[src/rtl/bless_inject_ctrl.sv]
// BLESS router injection controller: PE flit FIFO, slot-based injection onto dinLocal, starvation flag.
// Optional starvation detector (block counter + throttle_req) is built only with INJ_STARVE_DETECT_EN defined.
module bless_inject_ctrl #(
   parameter int DATA_W     = 64,
   parameter int DEPTH      = 4,
   parameter int STARVE_LIM = 16
) (
   input  logic                       clk,
   input  logic                       reset,
   input  logic                       pe_valid,
   input  logic [DATA_W-1:0]          pe_data,
   output logic                       pe_ready,
   input  logic [3:0]                 net_busy,
   output logic [DATA_W-1:0]          dout_local,
   output logic                       throttle_req,
   output logic [$clog2(DEPTH):0]     occupancy
);

   localparam int PTR_W = $clog2(DEPTH);
   localparam int OCC_W = PTR_W + 1;

   typedef enum logic [1:0] {IDLE, READY, BLOCKED} state_t;

   state_t            state;
   logic [DATA_W-1:0] mem [DEPTH];
   logic [PTR_W-1:0]  wr_ptr, rd_ptr;
   logic [OCC_W-1:0]  occ_next;
   logic              push, pop;

   // NOTE: every always_comb output gets a default first, so no path can infer a latch.
   always_comb begin
      pe_ready = (occupancy < OCC_W'(DEPTH));
      push     = pe_valid && pe_ready && (pe_data != '0);
      // A free network input keeps router inputs <= outputs, so deflection always has a port.
      pop      = (occupancy != '0) && (net_busy != 4'b1111);
      occ_next = occupancy + OCC_W'(push) - OCC_W'(pop);
   end

   // NOTE: storage needs no reset; only pointers and occupancy define which entries are live.
   always_ff @(posedge clk) begin
      if (push) mem[wr_ptr] <= pe_data;
   end

   // NOTE: sequential state uses non-blocking assignments so every register samples pre-edge values.
   always_ff @(posedge clk or posedge reset) begin
      if (reset) begin
         wr_ptr     <= '0;
         rd_ptr     <= '0;
         occupancy  <= '0;
         dout_local <= '0;
         state      <= IDLE;
      end else begin
         if (push) wr_ptr <= wr_ptr + 1'b1;
         if (pop)  rd_ptr <= rd_ptr + 1'b1;
         occupancy  <= occ_next;
         dout_local <= pop ? mem[rd_ptr] : '0;

         if (occ_next == '0) begin
            state <= IDLE;
         end else begin
            case (state)
               IDLE:    state <= READY;
               READY:   if (net_busy == 4'b1111) state <= BLOCKED;
               BLOCKED: if (pop) state <= READY;
               default: state <= IDLE;
            endcase
         end
      end
   end

`ifdef INJ_STARVE_DETECT_EN
   localparam int CNT_W = $clog2(STARVE_LIM + 1);

   logic [CNT_W-1:0] block_cnt, cnt_next;

   always_comb begin
      cnt_next = block_cnt;
      if (pop || state == IDLE)
         cnt_next = '0;
      else if (state == BLOCKED && block_cnt != CNT_W'(STARVE_LIM))
         cnt_next = block_cnt + 1'b1;
   end

   // throttle_req follows the next count so it drops the cycle after the head injects.
   always_ff @(posedge clk or posedge reset) begin
      if (reset) begin
         block_cnt    <= '0;
         throttle_req <= 1'b0;
      end else begin
         block_cnt    <= cnt_next;
         throttle_req <= (cnt_next == CNT_W'(STARVE_LIM));
      end
   end
`else
   assign throttle_req = 1'b0;
`endif

endmodule

[config.mk]
export PLATFORM = sky130hd
export DESIGN_NAME = bless_inject_ctrl
export DESIGN_NICKNAME = d
export VERILOG_FILES = /design/src/rtl/bless_inject_ctrl.sv
export SDC_FILE = /design/constraint.sdc
export NUM_CORES = 1
export LEC_CHECK = 0
export ABC_AREA = 0
export BUFFER_PORTS_ARGS = -buffer_cell sky130_fd_sc_hd__buf_2
export CAP_MARGIN = 10
export CORE_UTILIZATION = 40
export CTS_CLUSTER_DIAMETER = 30
export DETAILED_ROUTE_END_ITERATION = 10
export GPL_TIMING_DRIVEN = 0
export SLEW_MARGIN = 40
export SYNTH_ARGS = -nofsm -noshare
export SYNTH_HDL_FRONTEND = slang
export SYNTH_SLANG_ARGS = --single-unit
[constraint.sdc]
create_clock -name clk -period 3.4 [get_ports clk]
set_input_delay 0.17 -clock clk [delete_from_list [all_inputs] [get_ports clk]]
set_output_delay 0.17 -clock clk [all_outputs]
set_load 0.1 [all_outputs]
==> results of run 1 <==
## metrics by stage
stage                     power (mW)  std cells  hold slack [ns]
after floorplan                 10.3        530            0.269
after global placement          11.5       1052            0.397
after detailed placement        11.6       1058            0.158
after CTS                       18.4       1255           0.0705
after global routing            18.8       1255           0.0937
final                           18.2       1255           0.0845
## cells in the mapped netlist, drive strengths merged
cell type and instances:
nor4 16, xnor2 5, o31ai 1, clkbuf 11, edfxtp 256, and2 4
mux2 1, nand2 1, nor2b 64, inv 9, nand4 5, conb 1
buf 12, ha 6, fa 1, mux4 64, or4 1, and3 1
dfrtp 71
## logic make-up after synthesis
group	Yosys count
AO/OA/AOI/OAI	1
XOR/XNOR	5
adder cells (fa/ha/maj)	7
buffers and inverters	32
flip-flops	327
multiplexers	65
other	1
AND/OR/NAND/NOR	92
## layout make-up
cell class	instances	area [um^2]
Tap cell	384	480
Timing Repair Buffer	209	1470
Clock inverter	49	463
Inverter	9	38.8
Buffer	23	106
Clock buffer	83	1940
Multi-Input combinational cell	171	2200
Fill cell	2259	12700
Sequential cell	327	9460
## worst max-delay path, stage by stage
cell and delay, ns:
dlygate4sd3_1 0.54, buf_2 0.15, nor4_1 0.61, nand4_1 0.25, or4_1 0.51, and3_1 0.22, buf_6 0.13, inv_1 0.05
ha_1 0.12, inv_1 0.04, ha_1 0.18, fa_1 0.41, xnor2_1 0.14, xnor2_1 0.12
## flip-flops by register name (all words and copies together), names as in the netlist
signal      count
mem           256
dout_local     64
occupancy       3
rd_ptr          2
wr_ptr          2
## repair_timing
action	in CTS	in global routing
hold buffers	65	0
resized for setup	0	1
endpoints found under the setup margin	0	1
endpoints found under the hold margin	327	0
setup buffers	0	0
## layer usage
metal,up-vias,global-route usage,routed length [um]
li1,2698,-,-
met5,-,0,0
met2,203,0.282,12400
met4,0,0.0629,498
met1,3158,0.217,10600
met3,49,0.0412,1330
## path summary, 6_finish.rpt
check	slack [ns]	end	from
hold / removal	0.08	wr_ptr[0]$_DFFE_PP0P_	pe_valid
setup reg to reg	0.48	occupancy[2]$_DFF_PP0_	occupancy[1]$_DFF_PP0_
max in group asynchronous	2.70	dout_local[47]$_DFF_PP0_	reset
min in group asynchronous	0.13	dout_local[11]$_DFF_PP0_	reset
hold reg to reg	0.57	occupancy[0]$_DFF_PP0_	occupancy[0]$_DFF_PP0_
setup / recovery	0.15	occupancy[2]$_DFF_PP0_	pe_data[48]
## power by group through the flow
stage / clock network (mW) / logic (mW) / registers, mW
5_1_grt: 6.96 / 6.34 / 5.55
4_1_cts: 6.75 / 6.13 / 5.49
3_5_place_dp: 0 / 6.06 / 5.55
3_3_place_gp: 0 / 5.94 / 5.54
6_report: 6.64 / 6.02 / 5.48
2_1_floorplan: 0 / 1.91 / 8.43
==> summary.txt, run 1 <==
Drt
  • Wirelength, routed: between 20000 and 25000 um
  • DR vias/cell: 4.87
  • Routed Antenna Nets: 0
  • Via count: between 6000 and 7000
  • Drt pass-1 iters: 4
  • WL per Instance: around 20 um
  • DRC: 0
  • DR iter-0 viols: approximately 350

Logic synthesis
  • Synth Net Count: between 600 and 700
  • Mapped cell area: ~0.012 mm^2
  • Synth Instances: between 500 and 600
  • Post-Synth Adder-Cell Area: 0.00806
  • Cell taking the most area after synthesis: edfxtp_1
  • Xor/xnor share of the synthesized area: 0.00371
  • Synth area leaders: edfxtp_1, dfrtp_1, mux4_2
  • Syn Area/Cell: roughly 22 um^2
  • Largest family of logic cells by synthesized area: multiplexers
  • Compound-cell area share of the yosys netlist: 0.000637
  • Synth Register Bits: 327
  • Distinct cell type count after synthesis: 24
  • Post-synthesis sequential area ratio: 0.803
  • Top-area cell type share of the netlist area: 0.652
  • Mux cell area share after synthesis: 0.124
  • Yosys Warn Count: 0
  • Simple-gate area share of the yosys netlist: 0.0494

Power and ir drop
  • Psw: ~7.0 mW
  • Leakage power: between 6 and 7 nW
  • Pwr dens: between 1000 and 1500 mW/mm^2
  • Sequential cell fraction of total power: 0.302
  • Maximum vdd drop: approximately 850 uV
  • Sw frac: 0.385
  • Internal: roughly 11 mW
  • Combinational share of power: 0.332
  • Clock power share: 0.366

Layout
  • Final instance area: between 0.015 and 0.02 mm^2
  • Total Nets Final: 891
  • Commonest non-fill, non-tap cell in the layout: edfxtp_1
  • Final core occ: 0.560
  • Syn-to-layout area delta: 37.1%
  • ANT cells: 0
  • Most frequent cells in the layout: edfxtp_1, buf_2, clkbuf_16
  • Share of cells above drive strength 1: 0.400

Timing
  • RSZ-0062 raised after global routing: no
  • # setup viols final: 0
  • Final count of pins violating max slew: 0
  • Final hold vios: 0
  • Max Clock Skew: just under 0.02 ns
  • Worst setup margin: about 0.15 ns
  • Fin crit period: roughly 3.2 ns
  • Final TNS setup: 0 ns
  • Relative slew margins: 0.490
  • Fmax: between 300 and 400 MHz
  • Tcrit/Tclk final: 0.955
  • Slew @ Worst Pin: approximately 0.76 ns

Critical path
  • Crit start category: input port
  • Critical Path End Type: register
  • Worst Reg-to-Reg Cells: 9
  • WP data required: about 3.8 ns
  • Kind of critical path: in2reg
  • WP data arrival: around 3.7 ns
  • Critical path fanouts, max: 7

Global routing
  • Pin count of the biggest net entering global routing: 47
  • Vias in the first global route: just under 7000
  • Grt ovf: 0
  • Antenna violations before repair: 0
  • First-pass GRT wire length: approximately 38000 um
  • Gr usage total: 0.170

Floorplanning
  • DIE AREA: about 0.030 mm^2
  • I/O Pins: 140
  • Die Wd: approximately 170 um
  • DIE HEIGHT: roughly 170 um
  • Core ar.: ~0.029 mm^2
  • Starting Density: 0.409
  • # rows: 62

Job
  • Max cap viols: 0

CTS
  • CTS Buf Count: approximately 70
  • Htree depth: 3
  • CTS sink count: roughly 330
  • Worst-path clk slew: roughly 0.04 ns
  • Clk buf depth: 3
  • Skew-Pair Late Insertion Delay: 0.56 ns
  • Clk Tree Root Cell: clkbuf_16
  • TritonCTS clock tree: built

Placement
  • RD Place Congestion: roughly 0.7
  • Dpl ws: -0.225 ns
  • Port bufs: about 140
  • Post-DP HPWL: around 15000 um
  • Placement Cell Area: ~0.013 mm^2

Status
  • Status: finished, final reports clean

Worst hold path
  • Hold path depth: 4
  • Hold Crit Class: in2reg
(Power assumes the default switching activity.)
==> run 2, diff against run 1 <==
- CORE_ASPECT_RATIO: default -> 0.6
==> run 2 against run 1 <==
Net effect: clock skew decreased by 0.0031 ns; global-route usage increased by 0.34 points; non-clock buffer count up 3; largest cell class unchanged; combinational power grew 2%; utilization decreased by 2.3 points; flip-flop and latch count unchanged; final cell count shrank 2.5%; maximum frequency up 2.9%; routed wire length grew 1.3%; count of clock-buffer cells in the layout is 26 lower; final area shrank 4.1%; critical endpoint unchanged.
==> summary.txt, run 2 (synthesized netlist as in run 1, its figures left out) <==
Floorplanning
  • # rows: between 40 and 50
  • DIE HEIGHT: ~130 um
  • Core ar.: approximately 0.029 mm^2
  • Starting Density: 0.408
  • Die Wd: 224 um
  • I/O Pins: 140
  • DIE AREA: 0.0302 mm^2

Timing
  • Final hold vios: 0
  • Slew @ Worst Pin: ~0.85 ns
  • Fmax: approximately 320 MHz
  • Relative slew margins: 0.427
  • Fin crit period: between 3 and 4 ns
  • Final TNS setup: 0 ns
  • Tcrit/Tclk final: 0.928
  • Final hold slack: 0.112 ns
  • # setup viols final: 0
  • Max Clock Skew: ~0.017 ns
  • Final count of pins violating max slew: 0
  • RSZ-0062 raised after global routing: no

CTS
  • Htree depth: 2
  • Skew-Pair Late Insertion Delay: around 0.55 ns
  • CTS sink count: approximately 330
  • TritonCTS clock tree: built
  • Clk buf depth: 3
  • CTS Buf Count: 44
  • Clk Tree Root Cell: clkbuf_16
  • Post-CTS Setup Bufs: 0
  • Worst-path clk slew: approximately 0.060 ns

Placement
  • RD Place Congestion: 0.729
  • Port bufs: 138
  • Post-DP HPWL: ~16000 um

Global routing
  • Pin count of the biggest net entering global routing: 38
  • Vias in the first global route: roughly 6500
  • Grt ovf: 0
  • Antenna violations before repair: 0
  • First-pass GRT wire length: 38400 um
  • Gr usage total: 0.173

Drt
  • Wirelength, routed: approximately 25000 um
  • DRC: 0
  • Via count: just over 6000
  • WL per Instance: ~21 um
  • DR iter-0 viols: around 390
  • DR vias/cell: a little under 5
  • Drt pass-1 iters: 4
  • Routed Antenna Nets: 0

Layout
  • Most frequent cells in the layout: edfxtp_1, buf_2, dfrtp_1
  • Commonest non-fill, non-tap cell in the layout: edfxtp_1
  • Syn-to-layout area delta: 31.5%
  • Max reg flops: approximately 260
  • Reg with most FFs: mem
  • Share of cells above drive strength 1: 0.373
  • Biggest regs: mem x256, dout_local x64, occupancy x3
  • ANT cells: 0
  • Final core occ: 0.537
  • Total Nets Final: around 870

Job
  • Max cap viols: 0

Worst hold path
  • Hold Path Origin: pe_valid
  • Hold path depth: 4
  • Hold Crit Class: in2reg
  • Hold Path End: wr_ptr[0]$_DFFE_PP0P_

Status
  • Status: finished, final reports clean

Power and ir drop
  • Total power: 16.6 mW
  • Maximum vdd drop: about 670 uV
  • Pwr dens: 1070 mW/mm^2
  • Leakage power: approximately 5.7 nW

Critical path
  • Reg2Reg Setup Slack: roughly 0.59 ns
  • WP data arrival: approximately 3.6 ns
  • Reg2Reg Launch Point: occupancy[2]$_DFF_PP0_
  • WP data required: 3.86 ns
  • Kind of critical path: in2reg
  • Critical Path End Type: register
  • Worst Reg-to-Reg Cells: 9
  • Critical path fanouts, max: 7
  • Terminus of the critical flop-to-flop path: occupancy[2]$_DFF_PP0_
  • Crit start category: input port
## run 2: cell count changes in the layout (fill, tap and decap cells not counted), moves of 2 or more
cell,previous run,this run
clkbuf_16,75,45
clkinvlp_4,9,1
bufinv_16,3,10
clkinv_2,11,5
clkinv_4,9,4
nor4_1,14,9
buf_12,5,9
clkbuf_1,16,20
clkinv_1,4,0
inv_6,8,4
nor4_2,2,6
clkinv_8,2,0
inv_16,2,0
## run 2: cell type report
type	count	area (um^2)
repair buffers	212	1520
multi-input cells	171	2250
clock buffers	57	1190
flip-flops and latches	327	9460
clock inverters	25	435
plain buffers	23	108
well taps	400	500
fillers	2285	13400
inverters	9	38.8
## run 2: worst max path at each step
stage	start	end	slack, ns	cells past startpoint
5_1_grt	pe_data[30]	occupancy[2]$_DFF_PP0_	0.05	14
3_3_place_gp	pe_data[46]	mem[1][35]$_DFFE_PP_	-0.62	7
2_1_floorplan	occupancy[2]$_DFF_PP0_	occupancy[2]$_DFF_PP0_	0.09	10
3_5_place_dp	pe_data[46]	occupancy[2]$_DFF_PP0_	-0.14	13
6_report	pe_data[35]	occupancy[2]$_DFF_PP0_	0.24	14
4_1_cts	pe_data[2]	occupancy[2]$_DFF_PP0_	0.01	14
## run 2: layer usage
metal	track usage	share of wire	vias up
met5	0	0	-
met4	0.0476	0.016	0
met3	0.0426	0.049	38
met2	0.266	0.47	159
met1	0.248	0.47	3197
li1	-	-	2637
## run 2: worst max-delay path, stage by stage
cell           delay, ns
dlygate4sd3_1       0.54
buf_2               0.16
nor4_2              0.36
nand4_1             0.24
or4_4               0.64
and3_1              0.22
buf_6               0.14
inv_1               0.05
ha_1                0.12
inv_1               0.04
ha_1                0.19
fa_1                0.40
xnor2_1             0.19
xnor2_1             0.15
## run 2: timing repair
action,in CTS,in global routing
hold endpoints to repair,319,0
gates resized for setup,0,7
setup endpoints to repair,0,2
hold buffers,65,0
## run 2: power breakdown
part | leakage (nW) | switching (mW) | internal, mW | total (mW)
clock | 0.789 | 1.73 | 3.27 | 5.00
combinational | 1.70 | 4.57 | 1.58 | 6.15
sequential | 3.18 | 0.217 | 5.23 | 5.45
## run 2: per-stage QoR
step           cell area (um^2)  setup slack [ns]  cells
6_report                  15500             0.244   1224
5_1_grt                   15500            0.0535   1224
4_1_cts                   15500           0.00991   1224
3_5_place_dp              13200            -0.144   1077
3_3_place_gp              13000            -0.618   1068
2_1_floorplan             11800            0.0941    530
==> run 3, diff against run 2 <==
- CORE_UTILIZATION: 40 -> 57
- PLACE_DENSITY: default -> 0.78
- SKIP_CTS_REPAIR_TIMING: default -> 1
- SLEW_MARGIN: 40 -> default
==> run 3 against run 2 <==
Net effect: largest cell class unchanged; setup slack worse by 0.095 ns; routed wire length down 3.5%; first-iteration DRC count up 23%; maximum frequency shrank 2.9%; non-clock buffer count is 4 lower.
==> summary.txt, run 3 (synthesized netlist as in run 1, its figures left out) <==
Status
  • Status: finished, final reports clean

Timing
  • # setup viols final: 0
  • Final TNS setup: 0 ns
  • Fmax: between 300 and 400 MHz
  • Relative slew margins: 0.407
  • Slew @ Worst Pin: roughly 0.89 ns
  • Max Clock Skew: ~0.019 ns
  • Tcrit/Tclk final: 0.956
  • Final hold vios: 0
  • Final count of pins violating max slew: 0
  • Fin crit period: roughly 3.3 ns

Critical path
  • Crit start category: input port
  • CP top delay family: simple AND/OR/NAND/NOR gates
  • Cells along the critical path: dlygate4sd3_1, buf_2, nor4_1, nand4_1, or4_1, and3_1, buf_6, inv_1, ha_1, inv_1, ha_1, fa_1, xnor2_1, xnor2_1
  • Crit-path slowest cell: or4_1
  • Reg2Reg Setup Slack: approximately 0.44 ns
  • Kind of critical path: in2reg
  • Critical path fanouts, max: 7
  • Slowest stage delay, CP: approximately 0.62 ns
  • WP depth: 14
  • Worst path buffer plus inverter count: 5
  • WP data arrival: ~3.7 ns
  • Critical Path End Type: register
  • Worst Reg-to-Reg Cells: 9
  • WP data required: 3.82 ns

Floorplanning
  • DIE HEIGHT: about 110 um
  • Core ar.: around 0.020 mm^2
  • DIE AREA: between 0.02 and 0.025 mm^2
  • # rows: 40
  • Starting Density: 0.586
  • I/O Pins: 140
  • Die Wd: 188 um

Layout
  • Register Area: 0.00946 mm^2
  • Share of cells above drive strength 1: 0.354
  • Reg with most FFs: mem
  • Fillcell total: 1145
  • Area of the multi-input gates: around 0.0022 mm^2
  • Commonest non-fill, non-tap cell in the layout: edfxtp_1
  • Total Nets Final: roughly 860
  • Max reg flops: approximately 260
  • Biggest regs: mem x256, dout_local x64, occupancy x3
  • Most frequent cells in the layout: edfxtp_1, buf_2, dfrtp_1
  • Syn-to-layout area delta: 26.9%

Drt
  • Routed Antenna Nets: 0
  • Wirelength, routed: 24300 um
  • DR vias/cell: around 5.6
  • Drt pass-1 iters: 4
  • WL per Instance: 22.4 um
  • DR iter-0 viols: 475
  • Via count: roughly 6000
  • DRC: 0

Worst hold path
  • Hold path depth: 4
  • Hold Crit Class: in2reg

CTS
  • Htree depth: 2
  • TritonCTS clock tree: built
  • Clk Tree Root Cell: clkbuf_16
  • Skew-Pair Late Insertion Delay: slightly above 0.5 ns
  • Worst-path clk slew: ~0.06 ns
  • CTS sink count: 327
  • CTS Buf Count: 38
  • Clk buf depth: 3

Global routing
  • Vias in the first global route: between 5000 and 6000
  • First-pass GRT wire length: 35400 um
  • Gr usage total: 0.229
  • Pin count of the biggest net entering global routing: 40
  • Antenna violations before repair: 2
  • Grt ovf: 0

Placement
  • Port bufs: around 140
  • RD Place Congestion: around 0.75
  • Post-DP HPWL: roughly 14000 um

Job
  • Max cap viols: 0
==> run 3: changes by cell type in the layout (fill, tap and decap cells not counted), moves of 4 or more <==
cell       before  now
clkbuf_16      45   39
buf_12          9    4
nor4_1          9   14
clkbuf_1       20   16
nor4_2          6    2
==> run 3: final cells by class <==
| class | instances | area share |
|---|---|---|
| Sequential cell | 327 | 0.633 |
| Multi-Input combinational cell | 171 | 0.147 |
| Timing Repair Buffer | 208 | 0.0969 |
| Clock buffer | 45 | 0.0674 |
| Clock inverter | 24 | 0.0233 |
| Tap cell | 273 | 0.0228 |
| Buffer | 23 | 0.00694 |
| Inverter | 9 | 0.00243 |
| Antenna cell | 2 | 0.000335 |
==> run 3: worst reg2reg max path: stages (launching register included) <==
cell	delay [ns]
dfrtp_1	0.43
o31ai_1	0.45
clkbuf_1	0.55
inv_1	0.17
ha_1	0.31
inv_1	0.05
ha_1	0.19
fa_1	0.41
xnor2_1	0.18
xnor2_1	0.15
==> run 3: stage by stage <==
| step | cells | instance area, um^2 | util | hold WS, ns | worst slack [ns] |
|---|---|---|---|---|---|
| after detailed placement | 946 | 12900 | 0.643 | 0.232 | -0.313 |
| after floorplan | 530 | 11800 | - | 0.269 | 0.0941 |
| after global placement | 941 | 12800 | 0.638 | 0.394 | -0.419 |
| after global routing | 1082 | 15000 | 0.744 | 0.186 | -0.0249 |
| after CTS | 1015 | 14300 | 0.711 | -0.309 | 0.192 |
| final | 1082 | 15000 | 0.744 | 0.155 | 0.148 |
==> run 3: worst paths after layout <==
kind	startpoint	to
min in group asynchronous	reset	dout_local[35]$_DFF_PP0_
worst max-delay path	pe_data[13]	occupancy[2]$_DFF_PP0_
worst min register to register	occupancy[0]$_DFF_PP0_	occupancy[0]$_DFF_PP0_
worst max register to register	occupancy[1]$_DFF_PP0_	occupancy[2]$_DFF_PP0_
worst min-delay path	pe_valid	wr_ptr[0]$_DFFE_PP0P_
max in group asynchronous	reset	dout_local[7]$_DFF_PP0_
==> run 3: routing by layer <==
metal | vias up | routed length [um] | GRT usage
met5 | - | 0 | 0
met4 | 0 | 377 | 0.0488
met3 | 34 | 1740 | 0.0557
met2 | 226 | 11600 | 0.361
met1 | 3176 | 10500 | 0.334
li1 | 2610 | - | -
Power of run 3 is not shown: default switching activity piles up to over one toggle a cycle in this logic, so the estimate is an artifact.
